File: src/rtl/dmem_arbiter_if.sv
// Requester and memory-side signal bundle for dmem_arbiter.
// slave = arbiter view, master = requesters plus memory model.
interface dmem_arbiter_if #(
    parameter int DATA_W = 32
);
    logic              req0, req1;
    logic              we0, we1;
    logic [31:0]       addr0, addr1;
    logic [DATA_W-1:0] wd0, wd1;
    logic              gnt0, gnt1;
    logic              done0, done1;
    logic              err0, err1;
    logic [DATA_W-1:0] rdata;
    logic              busy;
    logic              mem_we;
    logic [31:0]       mem_a;
    logic [DATA_W-1:0] mem_wd;
    logic [DATA_W-1:0] mem_rd;

    modport slave (
        input  req0, req1, we0, we1, addr0, addr1, wd0, wd1, mem_rd,
        output gnt0, gnt1, done0, done1, err0, err1, rdata, busy,
        output mem_we, mem_a, mem_wd
    );

    modport master (
        output req0, req1, we0, we1, addr0, addr1, wd0, wd1, mem_rd,
        input  gnt0, gnt1, done0, done1, err0, err1, rdata, busy,
        input  mem_we, mem_a, mem_wd
    );
endinterface

File: src/rtl/dmem_arbiter.sv
// Two-port arbiter/sequencer for the single-port data memory (IDLE -> ACC -> RSP).
// Define DMEM_ARB_CPU_PRIORITY_EN for fixed port-0 priority; default is round-robin.
module dmem_arbiter #(
    parameter int ADDR_W = 8,
    parameter int DATA_W = 32
) (
    input  logic           clk,
    input  logic           rst,
    dmem_arbiter_if.slave  bus
);
    typedef enum logic [1:0] {IDLE, ACC, RSP} state_t;

    state_t            state_q, state_d;
    logic              port_q;
    logic              we_q;
    logic [31:0]       addr_q;
    logic [DATA_W-1:0] wd_q;
    logic [DATA_W-1:0] rdata_q;

    logic              any_req;
    logic              pick1;
    logic              in_range;

    logic              gnt0, gnt1, done0, done1, err0, err1;
    logic              mem_we;
    logic [31:0]       mem_a;
    logic [DATA_W-1:0] mem_wd;

    assign any_req  = bus.req0 | bus.req1;
    assign in_range = (addr_q[31:ADDR_W] == '0);

`ifdef DMEM_ARB_CPU_PRIORITY_EN
    assign pick1 = bus.req1 & ~bus.req0;
`else
    // last_q is the port granted most recently; on a tie the other port wins
    logic last_q;
    assign pick1 = bus.req1 & (~bus.req0 | ~last_q);
`endif

    always_comb begin
        state_d = state_q;
        gnt0    = 1'b0;
        gnt1    = 1'b0;
        done0   = 1'b0;
        done1   = 1'b0;
        err0    = 1'b0;
        err1    = 1'b0;
        mem_we  = 1'b0;
        mem_a   = '0;
        mem_wd  = '0;
        case (state_q)
            IDLE: begin
                if (any_req) state_d = ACC;
            end
            ACC: begin
                gnt0    = ~port_q;
                gnt1    = port_q;
                // rst in this cycle must abort the write before the edge commits it
                mem_we  = we_q & in_range & ~rst;
                mem_a   = {{(32-ADDR_W){1'b0}}, addr_q[ADDR_W-1:0]};
                mem_wd  = wd_q;
                state_d = RSP;
            end
            RSP: begin
                done0   = ~port_q;
                done1   = port_q;
                err0    = ~port_q & ~in_range;
                err1    = port_q & ~in_range;
                state_d = IDLE;
            end
            default: state_d = IDLE;
        endcase
    end

    always_ff @(posedge clk) begin
        if (rst) begin
            state_q <= IDLE;
            rdata_q <= '0;
`ifndef DMEM_ARB_CPU_PRIORITY_EN
            last_q  <= 1'b1;
`endif
        end else begin
            state_q <= state_d;
`ifndef DMEM_ARB_CPU_PRIORITY_EN
            if (state_q == IDLE && any_req) last_q <= pick1;
`endif
            if (state_q == ACC) rdata_q <= (~we_q & in_range) ? bus.mem_rd : '0;
        end
    end

    // Command capture; qualified by state, so no reset is needed
    always_ff @(posedge clk) begin
        if (state_q == IDLE && any_req) begin
            port_q <= pick1;
            we_q   <= pick1 ? bus.we1   : bus.we0;
            addr_q <= pick1 ? bus.addr1 : bus.addr0;
            wd_q   <= pick1 ? bus.wd1   : bus.wd0;
        end
    end

    assign bus.gnt0   = gnt0;
    assign bus.gnt1   = gnt1;
    assign bus.done0  = done0;
    assign bus.done1  = done1;
    assign bus.err0   = err0;
    assign bus.err1   = err1;
    assign bus.rdata  = rdata_q;
    assign bus.busy   = (state_q != IDLE);
    assign bus.mem_we = mem_we;
    assign bus.mem_a  = mem_a;
    assign bus.mem_wd = mem_wd;
endmodule

File: src/flat_wrapper.sv
// flat-port wrapper written by rule: the top's interface ports become plain ports
module dmem_arbiter_flat 
#(
    parameter int ADDR_W = 8,
    parameter int DATA_W = 32
)
  (clk, rst, bus_req0, bus_req1, bus_we0, bus_we1, bus_addr0, bus_addr1, bus_wd0, bus_wd1, bus_mem_rd, bus_gnt0, bus_gnt1, bus_done0, bus_done1, bus_err0, bus_err1, bus_rdata, bus_busy, bus_mem_we, bus_mem_a, bus_mem_wd);
  dmem_arbiter_if #(.DATA_W(DATA_W)) bus_i ();
  input  logic clk;
  input  logic rst;
  input wire logic [$bits(bus_i.req0)-1:0] bus_req0;
  input wire logic [$bits(bus_i.req1)-1:0] bus_req1;
  input wire logic [$bits(bus_i.we0)-1:0] bus_we0;
  input wire logic [$bits(bus_i.we1)-1:0] bus_we1;
  input wire logic [$bits(bus_i.addr0)-1:0] bus_addr0;
  input wire logic [$bits(bus_i.addr1)-1:0] bus_addr1;
  input wire logic [$bits(bus_i.wd0)-1:0] bus_wd0;
  input wire logic [$bits(bus_i.wd1)-1:0] bus_wd1;
  input wire logic [$bits(bus_i.mem_rd)-1:0] bus_mem_rd;
  output wire logic [$bits(bus_i.gnt0)-1:0] bus_gnt0;
  output wire logic [$bits(bus_i.gnt1)-1:0] bus_gnt1;
  output wire logic [$bits(bus_i.done0)-1:0] bus_done0;
  output wire logic [$bits(bus_i.done1)-1:0] bus_done1;
  output wire logic [$bits(bus_i.err0)-1:0] bus_err0;
  output wire logic [$bits(bus_i.err1)-1:0] bus_err1;
  output wire logic [$bits(bus_i.rdata)-1:0] bus_rdata;
  output wire logic [$bits(bus_i.busy)-1:0] bus_busy;
  output wire logic [$bits(bus_i.mem_we)-1:0] bus_mem_we;
  output wire logic [$bits(bus_i.mem_a)-1:0] bus_mem_a;
  output wire logic [$bits(bus_i.mem_wd)-1:0] bus_mem_wd;
  assign bus_i.req0 = bus_req0;
  assign bus_i.req1 = bus_req1;
  assign bus_i.we0 = bus_we0;
  assign bus_i.we1 = bus_we1;
  assign bus_i.addr0 = bus_addr0;
  assign bus_i.addr1 = bus_addr1;
  assign bus_i.wd0 = bus_wd0;
  assign bus_i.wd1 = bus_wd1;
  assign bus_i.mem_rd = bus_mem_rd;
  assign bus_gnt0 = bus_i.gnt0;
  assign bus_gnt1 = bus_i.gnt1;
  assign bus_done0 = bus_i.done0;
  assign bus_done1 = bus_i.done1;
  assign bus_err0 = bus_i.err0;
  assign bus_err1 = bus_i.err1;
  assign bus_rdata = bus_i.rdata;
  assign bus_busy = bus_i.busy;
  assign bus_mem_we = bus_i.mem_we;
  assign bus_mem_a = bus_i.mem_a;
  assign bus_mem_wd = bus_i.mem_wd;
  dmem_arbiter #(.ADDR_W(ADDR_W), .DATA_W(DATA_W)) u_core (.clk(clk), .rst(rst), .bus(bus_i));
endmodule
File: config.mk
export PLATFORM = sky130hd
export DESIGN_NAME = dmem_arbiter_flat
export DESIGN_NICKNAME = d
export VERILOG_FILES = /design/src/rtl/dmem_arbiter_if.sv /design/src/rtl/dmem_arbiter.sv /design/src/flat_wrapper.sv
export SDC_FILE = /design/constraint.sdc
export NUM_CORES = 1
export LEC_CHECK = 0
export BUFFER_PORTS_ARGS = -buffer_cell sky130_fd_sc_hd__buf_2
export CORE_MARGIN = 1.5
export CORE_UTILIZATION = 46
export CTS_BUF_LIST = sky130_fd_sc_hd__clkbuf_8
export CTS_CLUSTER_DIAMETER = 100
export DETAILED_ROUTE_END_ITERATION = 8
export PLACE_DENSITY = 0.94
export RECOVER_POWER = 25
export SETUP_SLACK_MARGIN = 0.3
export SLEW_MARGIN = 15
export SYNTH_ARGS = -nofsm -noshare
export SYNTH_HDL_FRONTEND = slang
export SYNTH_SLANG_ARGS = --single-unit
File: constraint.sdc
create_clock -name clk -period 5.25 [get_ports clk]
set_input_delay 0.525 -clock clk [delete_from_list [all_inputs] [get_ports clk]]
set_output_delay 0.525 -clock clk [all_outputs]
set_load 0.03 [all_outputs]
==> impl_metrics.yaml, run 1 <==
timing:
  rsz0062_at_grt: "no"
  relSlewSlack: 0.161
  final-setup-viol-count: 0
  min_period_ns: 2.82
  clock_skew_ns: 0.0128
  hold_slack_ns: 0.422
  min_period_over_period: 0.538
  fmaxAchievable_mhz: 354
  setup_tns_ns: 0
  tightest_slew_ns: 1.26
  drv_slew: 0
  hold_viol_final: 0
global_routing:
  grtUsageTotal: 0.210
  antenna_found_initial: 1
  use_met2: 0.383
  grtUsageMet3: 0.0550
  grt_max_degree: 68
  grt_use_met1: 0.225
  grt_pass1_vias: 3896
  grt-ovfl-total: 0
  grt_busiest_layer: "met2"
  grt_pass1_wl_um: 18200
yosys:
  synth_top_family_by_area: "simple AND/OR/NAND/NOR gates"
  ys.flop_type: "edfxtp_1"
  yosys_warnings: 0
  syn_avg_cell_area_sq_um: 12.5
  synthMuxAreaShare: 0.152
  synth-simple-area-share: 0.183
  synth_edf_count: 66
  ys_seq_area_frac: 0.555
  async_reset_ff_frac: 0
  synth-seq-cells: 101
  synth_cells: 385
  synth_xor_area_frac: 0
  netlist_area_sq_um: 4830
  ys_types: 31
  synth_compound_area_frac: 0.0401
  synth_adder_area_share: 0
cts:
  cts_tree: "built"
  clockRootBuffer: "clkbuf_8"
  ctsHoldBuffers: 0
  cts_buffers: 9
  post_cts.repair.setup_buffers: 0
  cts-htree-levels: 3
  cts_resized: 0
  cts_num_sinks: 101
  cts.path.max_buffers: 2
  insertion_delay_ns: 0.36
  clkSlewWorstSetupHoldPaths_ns: 0.09
critical_path:
  crit_type: "reg2out"
  max_stage_delay_ns: 0.98
  worstPathRequired_ns: 4.72
  worstPathMaxFanout: 34
  rrSetupSlack_ns: 2.88
  crit_slowest_cell: "nand2b_1"
  endpoint_kind: "primary output"
  crit_family: "simple AND/OR/NAND/NOR gates"
  ff2ff_path_depth: 4
  r2r_end: "u_core.addr_q[13]"
  path_buf_inv: 1
  critical_path.cell_chain: "nand2b_1, nor2_1, and3_1, buf_2"
  cp_data_arrival_time_ns: 2.30
  timing.rr.start: "u_core.state_q[1]"
  start_kind: "flip-flop"
min_path:
  hold_end: "u_core.bus.rdata[26]"
  min-delay-path-class: "in2reg"
  min_from: "bus_mem_rd[26]"
  worstHoldPathCells: 3
die:
  rows: 37
  die_w_um: 105
  die_area_sq_um: 11100
  ios: 270
  die_h_um: 105
  core_region_area_sq_um: 10300
  start_util: 0.470
run:
  max_cap_violations: 0
placement:
  globalplace.congestion: 0.767
  hpwlAfterDp_um: 8760
  port_buffers: 245
route:
  viasPerCell: 4.99
  postRouteAntennaNets: 0
  firstDrtPassIters: 4
  drt-wirelength-per-cell_um: 15.8
  drc: 0
  wl_um: 11900
  drt_iter0_drc: 218
  routed-via-count: 3773
finish:
  layout-area-overhead-vs-synth_pct: 28.7
  layout_commonest_cell: "buf_2"
  final_nets: 780
  mostFrequentLayoutCells: "buf_2 (212), edfxtp_1 (66), mux2_2 (65), nand3b_1 (64), and2_1 (41)"
  drive_gt1_frac: 0.493
status:
  status: "finished clean"
pwr:
  cellLeakagePower_nw: 2.60
  vdd_drop_max_mv: 0.188
  pwr_density_cell_nw_per_um2: 292
worst max-delay path by stage:
| stage | startpoint | end | cells past startpoint |
|---|---|---|---|
| final | u_core.state_q[1] | bus_mem_we | 4 |
| after global placement | bus_req0 | u_core.wd_q[12] | 4 |
| after CTS | u_core.state_q[1] | bus_mem_we | 4 |
| after floorplan | u_core.state_q[1] | u_core.addr_q[0] | 3 |
| after global routing | u_core.state_q[1] | bus_mem_we | 4 |
| after detailed placement | bus_req0 | u_core.wd_q[20] | 4 |
synthesized netlist by cell type (2+ instances only):
master | count | share of area
mux2_2 | 65 | 0.15
dfxtp_1 | 35 | 0.15
nand3b_1 | 64 | 0.099
o21ai_0 | 2 | 0.0021
buf_4 | 28 | 0.044
buf_2 | 4 | 0.0041
and2_1 | 41 | 0.053
buf_6 | 3 | 0.0070
o21ai_2 | 4 | 0.0073
o21ai_1 | 26 | 0.027
nor2b_1 | 3 | 0.0039
buf_1 | 2 | 0.0016
nor2_1 | 6 | 0.0047
nor4_1 | 5 | 0.0065
clkbuf_1 | 16 | 0.012
edfxtp_1 | 66 | 0.41
cell families after synthesis:
kind of cell	count (synthesis)
AOI/OAI and AO/OA	35
buffers and inverters	54
DFF	101
muxes	65
other	1
and+or+nand+nor	129
report_power, final:
part / internal (mW) / switching, mW / leakage (nW) / total [mW]
Combinational: 0.132 / 0.190 / 1.56 / 0.322
Clock: 0.281 / 0.269 / 0.110 / 0.550
Sequential: 0.923 / 0.0190 / 0.929 / 0.942
Total: 1.34 / 0.478 / 2.60 / 1.81
metrics by stage:
| step | instance area (sq um) | power (mW) | instances | setup slack [ns] | util |
|---|---|---|---|---|---|
| floorplan | 4920 | 1.18 | 408 | 1.29 | - |
| global placement | 6030 | 1.27 | 739 | 2.74 | 0.587 |
| detailed placement | 6030 | 1.28 | 739 | 2.60 | 0.587 |
| CTS | 6260 | 1.82 | 755 | 2.38 | 0.609 |
| global route | 6220 | 1.88 | 756 | 2.19 | 0.605 |
| finish | 6220 | 1.81 | 756 | 2.43 | 0.605 |
flip-flops by register name, indices dropped and copies added, names as in the netlist:
| signal | flops |
|---|---|
| u_core.addr_q | 32 |
| u_core.bus.rdata | 32 |
| u_core.wd_q | 32 |
| u_core.state_q | 2 |
| u_core.last_q | 1 |
| u_core.port_q | 1 |
| u_core.we_q | 1 |
layout make-up:
type,count,area (sq um)
Clock inverter,6,87.6
Multi-Input combinational cell,253,1930
Antenna cell,1,2.50
Inverter,1,3.75
Clock buffer,10,138
Timing Repair Buffer,248,1210
Fill cell,846,4060
Sequential cell,101,2680
Tap cell,136,170
worst reg2reg max path, cell delays in order, from the launching register on:
cell	delay (ns)
dfxtp_1	0.37
nor2_1	0.24
inv_1	0.16
nor2_4	0.69
buf_4	0.56
metal layers:
| layer | up-vias | wire (um) |
|---|---|---|
| li1 | 1797 | - |
| met5 | - | 0 |
| met3 | 18 | 835 |
| met2 | 178 | 6310 |
| met1 | 1780 | 4520 |
| met4 | 0 | 242 |
Power figures use the tool's default switching activity.
==> run 2, diff against run 1 <==
- clock period: 5.25 -> 2.91 ns (I/O delays scaled with it)
==> run 2 against run 1 <==
Effect of this change: design area fell by 0.46%; worst hold slack worse by 0.24 ns; routed wire length is 1.4% higher; sequential power rose by 80%; largest power group unchanged; first-iteration DRC count is 18% higher.
==> impl_metrics.yaml, run 2 (same netlist as run 1, synthesis figures left out) <==
status:
  status: "finished clean"
placement:
  port_buffers: 245
  globalplace.congestion: 0.749
  place_area_sq_um: 6060
  hpwlAfterDp_um: 8970
  dp_cells: 740
critical_path:
  crit_slowest_cell: "a21boi_1"
  cp_data_arrival_time_ns: 2.50
  endpoint_kind: "flip-flop"
  crit_type: "reg2reg"
  start_kind: "flip-flop"
  critical_path.cell_chain: "a21boi_1, buf_12, mux2_2"
  worstPathRequired_ns: 3.03
  worstPathMaxFanout: 52
  max_stage_delay_ns: 1.02
finish:
  final_area_sq_um: 6190
  layout_commonest_cell: "buf_2"
  mostFrequentLayoutCells: "buf_2 (213), edfxtp_1 (66), nand3b_1 (64), mux2_2 (62), and2_1 (41)"
  layout-area-overhead-vs-synth_pct: 28.1
  drive_gt1_frac: 0.487
  final_cells: 756
  antenna_cells: 0
  final_nets: 781
timing:
  tightest_slew_ns: 1.38
  min_period_over_period: 0.819
  clock_skew_ns: 0.0177
  hold_viol_final: 0
  setup_tns_ns: 0
  fmaxAchievable_mhz: 420
  rsz0062_at_grt: "no"
  drv_slew: 0
  relSlewSlack: 0.0762
  final-setup-viol-count: 0
  min_period_ns: 2.38
cts:
  insertion_delay_ns: 0.37
  cts-htree-levels: 3
  ctsHoldBuffers: 0
  cts_tree: "built"
  clkSlewWorstSetupHoldPaths_ns: 0.10
  cts_resized: 0
  post_cts.repair.setup_buffers: 0
  cts_num_sinks: 101
  clockRootBuffer: "clkbuf_8"
  cts.path.max_buffers: 2
  cts_buffers: 9
route:
  drt-wirelength-per-cell_um: 16.0
  wl_um: 12100
  firstDrtPassIters: 4
  drt_iter0_drc: 258
  routed-via-count: 3833
  postRouteAntennaNets: 0
  drc: 0
  viasPerCell: 5.07
die:
  die_area_sq_um: 11100
  die_w_um: 105
  core_region_area_sq_um: 10300
  start_util: 0.470
  die_h_um: 105
  rows: 37
  ios: 270
pwr:
  p_clk_frac: 0.269
  p_seq_frac: 0.543
  vdd_drop_max_mv: 0.330
  pwr-share-comb: 0.188
  pwr_density_cell_nw_per_um2: 505
  cellLeakagePower_nw: 2.59
  cellInternalPower_mw: 2.23
  p_sw_frac: 0.285
  p_sw_mw: 0.891
global_routing:
  grt-ovfl-total: 0
  grt_max_degree: 68
  antenna_found_initial: 0
  grt_pass1_vias: 3889
  grt_busiest_layer: "met2"
  grt_pass1_wl_um: 18500
  grt_use_met1: 0.229
  use_met2: 0.401
  grtUsageMet3: 0.0575
  grtUsageTotal: 0.215
min_path:
  min-delay-path-class: "in2reg"
run:
  max_cap_violations: 0
==> run 2: cell types whose count changed in the layout (fill, tap and decap cells not counted), sizes merged, moves of 2 or more <==
cell and delta:
buf +2, bufinv -2, clkbuf -2, clkinv +3
==> run 2: power groups by stage <==
| stage | logic, mW | registers, mW | clock network [mW] |
|---|---|---|---|
| 2_1_floorplan | 0.405 | 1.72 | 0 |
| 3_3_place_gp | 0.571 | 1.72 | 0 |
| 3_5_place_dp | 0.594 | 1.73 | 0 |
| 4_1_cts | 0.597 | 1.70 | 0.861 |
| 5_1_grt | 0.632 | 1.71 | 0.921 |
| 6_report | 0.588 | 1.70 | 0.839 |
==> run 2: area by class of cell <==
class                      count  area [sq um]
timing repair buffer         249          1240
multi-input combinational    253          1910
clock inverter                 7          60.1
clock buffer                   9           124
sequential                   101          2680
tap                          136           170
inverter                       1          3.75
fill                         855          4090
==> run 2: worst paths after layout <==
path                              from              endpoint  slack (ns)  cells past startpoint
setup reg to reg         u_core.last_q       u_core.wd_q[19]        0.53                      3
setup / recovery         u_core.last_q       u_core.wd_q[19]        0.53                      3
hold / removal          bus_mem_rd[25]  u_core.bus.rdata[25]        0.18                      3
hold reg to reg   u_core.bus.rdata[16]  u_core.bus.rdata[16]        0.48                      2
==> run 2: critical path: cells and delay by family (launching register included) <==
family / cells / cell delay, ns
AO/OA/AOI/OAI: 1 / 1.02
multiplexers: 1 / 0.38
buffers and inverters: 1 / 0.37
flip-flops: 1 / 0.34
==> run 2: stage by stage <==
step	util	setup WS, ns	hold slack (ns)	total power, mW
floorplan	-	0.780	0.450	2.12
global placement	0.590	1.09	0.463	2.29
detailed placement	0.590	0.997	0.467	2.32
CTS	0.608	0.701	0.163	3.16
global route	0.602	0.380	0.166	3.26
finish	0.602	0.528	0.182	3.12
==> run 2: routing by layer <==
metal  vias up  share of wire
met4         0          0.021
met5         -              0
met1      1798           0.36
met2       215           0.54
met3        23          0.079
li1       1797              -
==> run 3, diff against run 2 <==
- ABC_AREA: unset -> 1
- clock period: 2.91 -> 2.3 ns (I/O delays scaled with it)
==> run 3 against run 2 <==
Effect of this change: cell count increased by 25%; core utilization decreased by 0.91 points; register-to-register slack got worse by 0.14 ns; maximum frequency increased by 25%; clock power increased by 25%; sequential power increased by 31%; first-iteration DRC count increased by 24%; via count increased by 15%; sequential cell count unchanged; worst hold slack got worse by 0.14 ns; critical endpoint is now u_core.addr_q[7]; critical path depth increased by 2.
==> impl_metrics.yaml, run 3 <==
timing:
  fin_ws_ns: 0.387
  min_period_over_period: 0.832
  fmaxAchievable_mhz: 523
  hold_viol_final: 0
  hold_slack_ns: 0.0454
  drv_slew: 0
  relSlewSlack: 0.177
  min_period_ns: 1.91
  setup_tns_ns: 0
  rsz0062_at_grt: "no"
  clock_skew_ns: 0.0123
  tightest_slew_ns: 1.23
  final-setup-viol-count: 0
global_routing:
  grt_use_met1: 0.226
  grtUsageMet3: 0.0557
  grt_pass1_vias: 3988
  grt_pass1_wl_um: 18000
  grt_max_degree: 67
  grt-ovfl-total: 0
  grt_busiest_layer: "met2"
  grtUsageTotal: 0.201
  use_met2: 0.367
  antenna_found_initial: 0
yosys:
  ys_top_cells_by_count: "nand2_1 (203), edfxtp_1 (66), nor2_1 (60)"
  ys_top_cells_by_area: "edfxtp_1 (41%), nand2_1 (16%), dfxtp_1 (14%)"
  syn_avg_cell_area_sq_um: 8.37
  async_reset_ff_frac: 0
  yosys_warnings: 0
  synth-seq-cells: 101
  synth_cells: 579
  synth_top_area_cell: "edfxtp_1"
  ys.flop_type: "edfxtp_1"
  ys_seq_area_frac: 0.553
  ys_types: 25
  netlist_area_sq_um: 4850
  synth.most_common_cell: "nand2_1"
  yosys.area.top_type_share: 0.409
  synth_edf_count: 66
critical_path:
  max_stage_delay_ns: 0.90
  start_kind: "flip-flop"
  worstPathMaxFanout: 66
  crit_family: "buffers and inverters"
  path_buf_inv: 1
  cp_data_arrival_time_ns: 2.13
  crit_slowest_cell: "clkbuf_2"
  rrSetupSlack_ns: 0.39
  crit_type: "reg2reg"
  worstPathRequired_ns: 2.52
  crit_top_cell: "nand2_1"
  endpoint_kind: "flip-flop"
  critical_path.cell_chain: "nand2_1, nand2_1, clkbuf_2, nand2_1, nand2_1"
cts:
  cts.path.max_buffers: 2
  clkSlewWorstSetupHoldPaths_ns: 0.10
  post_cts.repair.setup_buffers: 0
  cts_buffers: 9
  clockRootBuffer: "clkbuf_8"
  cts-htree-levels: 3
  insertion_delay_ns: 0.35
  cts_num_sinks: 101
  cts_tree: "built"
min_path:
  min-delay-path-class: "in2reg"
finish:
  mostFrequentLayoutCells: "nand2_1 (203), buf_2 (200), edfxtp_1 (66), nor2_1 (59), inv_1 (48)"
  layout-area-overhead-vs-synth_pct: 25.7
  post-route-util: 0.593
  layout_commonest_cell: "nand2_1"
  regArea_sq_um: 2680
  final_nets: 973
  antenna_cells: 0
  nFillCells: 925
  drive_gt1_frac: 0.287
  multi_input_area_sq_um: 1640
  final_area_sq_um: 6090
die:
  core_region_area_sq_um: 10300
  die_w_um: 106
  ios: 270
  die_h_um: 106
  die_area_sq_um: 11200
  rows: 37
  start_util: 0.472
placement:
  globalplace.congestion: 0.835
  port_buffers: 245
  hpwlAfterDp_um: 8370
  place_area_sq_um: 5990
  pre_cts_ws_ns: 0.604
route:
  drc: 0
  drt_iter0_drc: 321
  viasPerCell: 4.64
  drt-wirelength-per-cell_um: 12.1
  postRouteAntennaNets: 0
  wl_um: 11500
  firstDrtPassIters: 4
  routed-via-count: 4401
pwr:
  pwr_density_cell_nw_per_um2: 694
  cellLeakagePower_nw: 3.11
  vdd_drop_max_mv: 0.360
status:
  status: "finished clean"
run:
  max_cap_violations: 0
run 3: cell families (layout without fill, tap and decap cells):
kind of cell,count (synthesis),in the layout,share of synthesized area
compound gates,68,68,0.0707
simple gates,301,301,0.253
flops,101,101,0.553
other cells,1,24,0.000774
buf+inv,108,318,0.122
run 3: worst paths after layout:
check | from | to | cells after the start
setup / recovery | u_core.last_q | u_core.addr_q[7] | 5
hold / removal | rst | u_core.state_q[0] | 2
setup reg to reg | u_core.last_q | u_core.addr_q[7] | 5
hold reg to reg | u_core.last_q | u_core.last_q | 2
run 3: report_power, final:
part           switching (mW)  leakage, nW  total, mW  internal [mW]
Sequential             0.0636        0.941       2.23           2.17
Clock                   0.592        0.102       1.05          0.455
Combinational           0.673         2.06      0.949          0.276
run 3: layer usage:
layer	share of wire	routed length (um)	vias up
met4	0.016	178	0
met2	0.51	5800	185
li1	-	-	2239
met3	0.077	884	17
met5	0	0	-
met1	0.40	4610	1960
run 3: repair_timing:
action | 4_1_cts | 5_1_grt
resized for setup | 0 | 3
endpoints found under the setup margin | 0 | 25
hold buffers | 0 | 0
run 3: stage by stage:
| stage | instances | total power, mW |
|---|---|---|
| 6_report | 948 | 4.23 |
| 5_1_grt | 948 | 4.46 |
| 4_1_cts | 948 | 4.29 |
| 3_5_place_dp | 932 | 3.24 |
| 3_3_place_gp | 932 | 3.22 |
| 2_1_floorplan | 602 | 2.95 |
run 3: area by class of cell:
class / instances / share of cell area
sequential: 101 / 0.440
clock inverter: 5 / 0.00554
multi-input combinational: 393 / 0.269
timing repair buffer: 252 / 0.200
tap: 136 / 0.0279
inverter: 50 / 0.0318
clock buffer: 11 / 0.0248
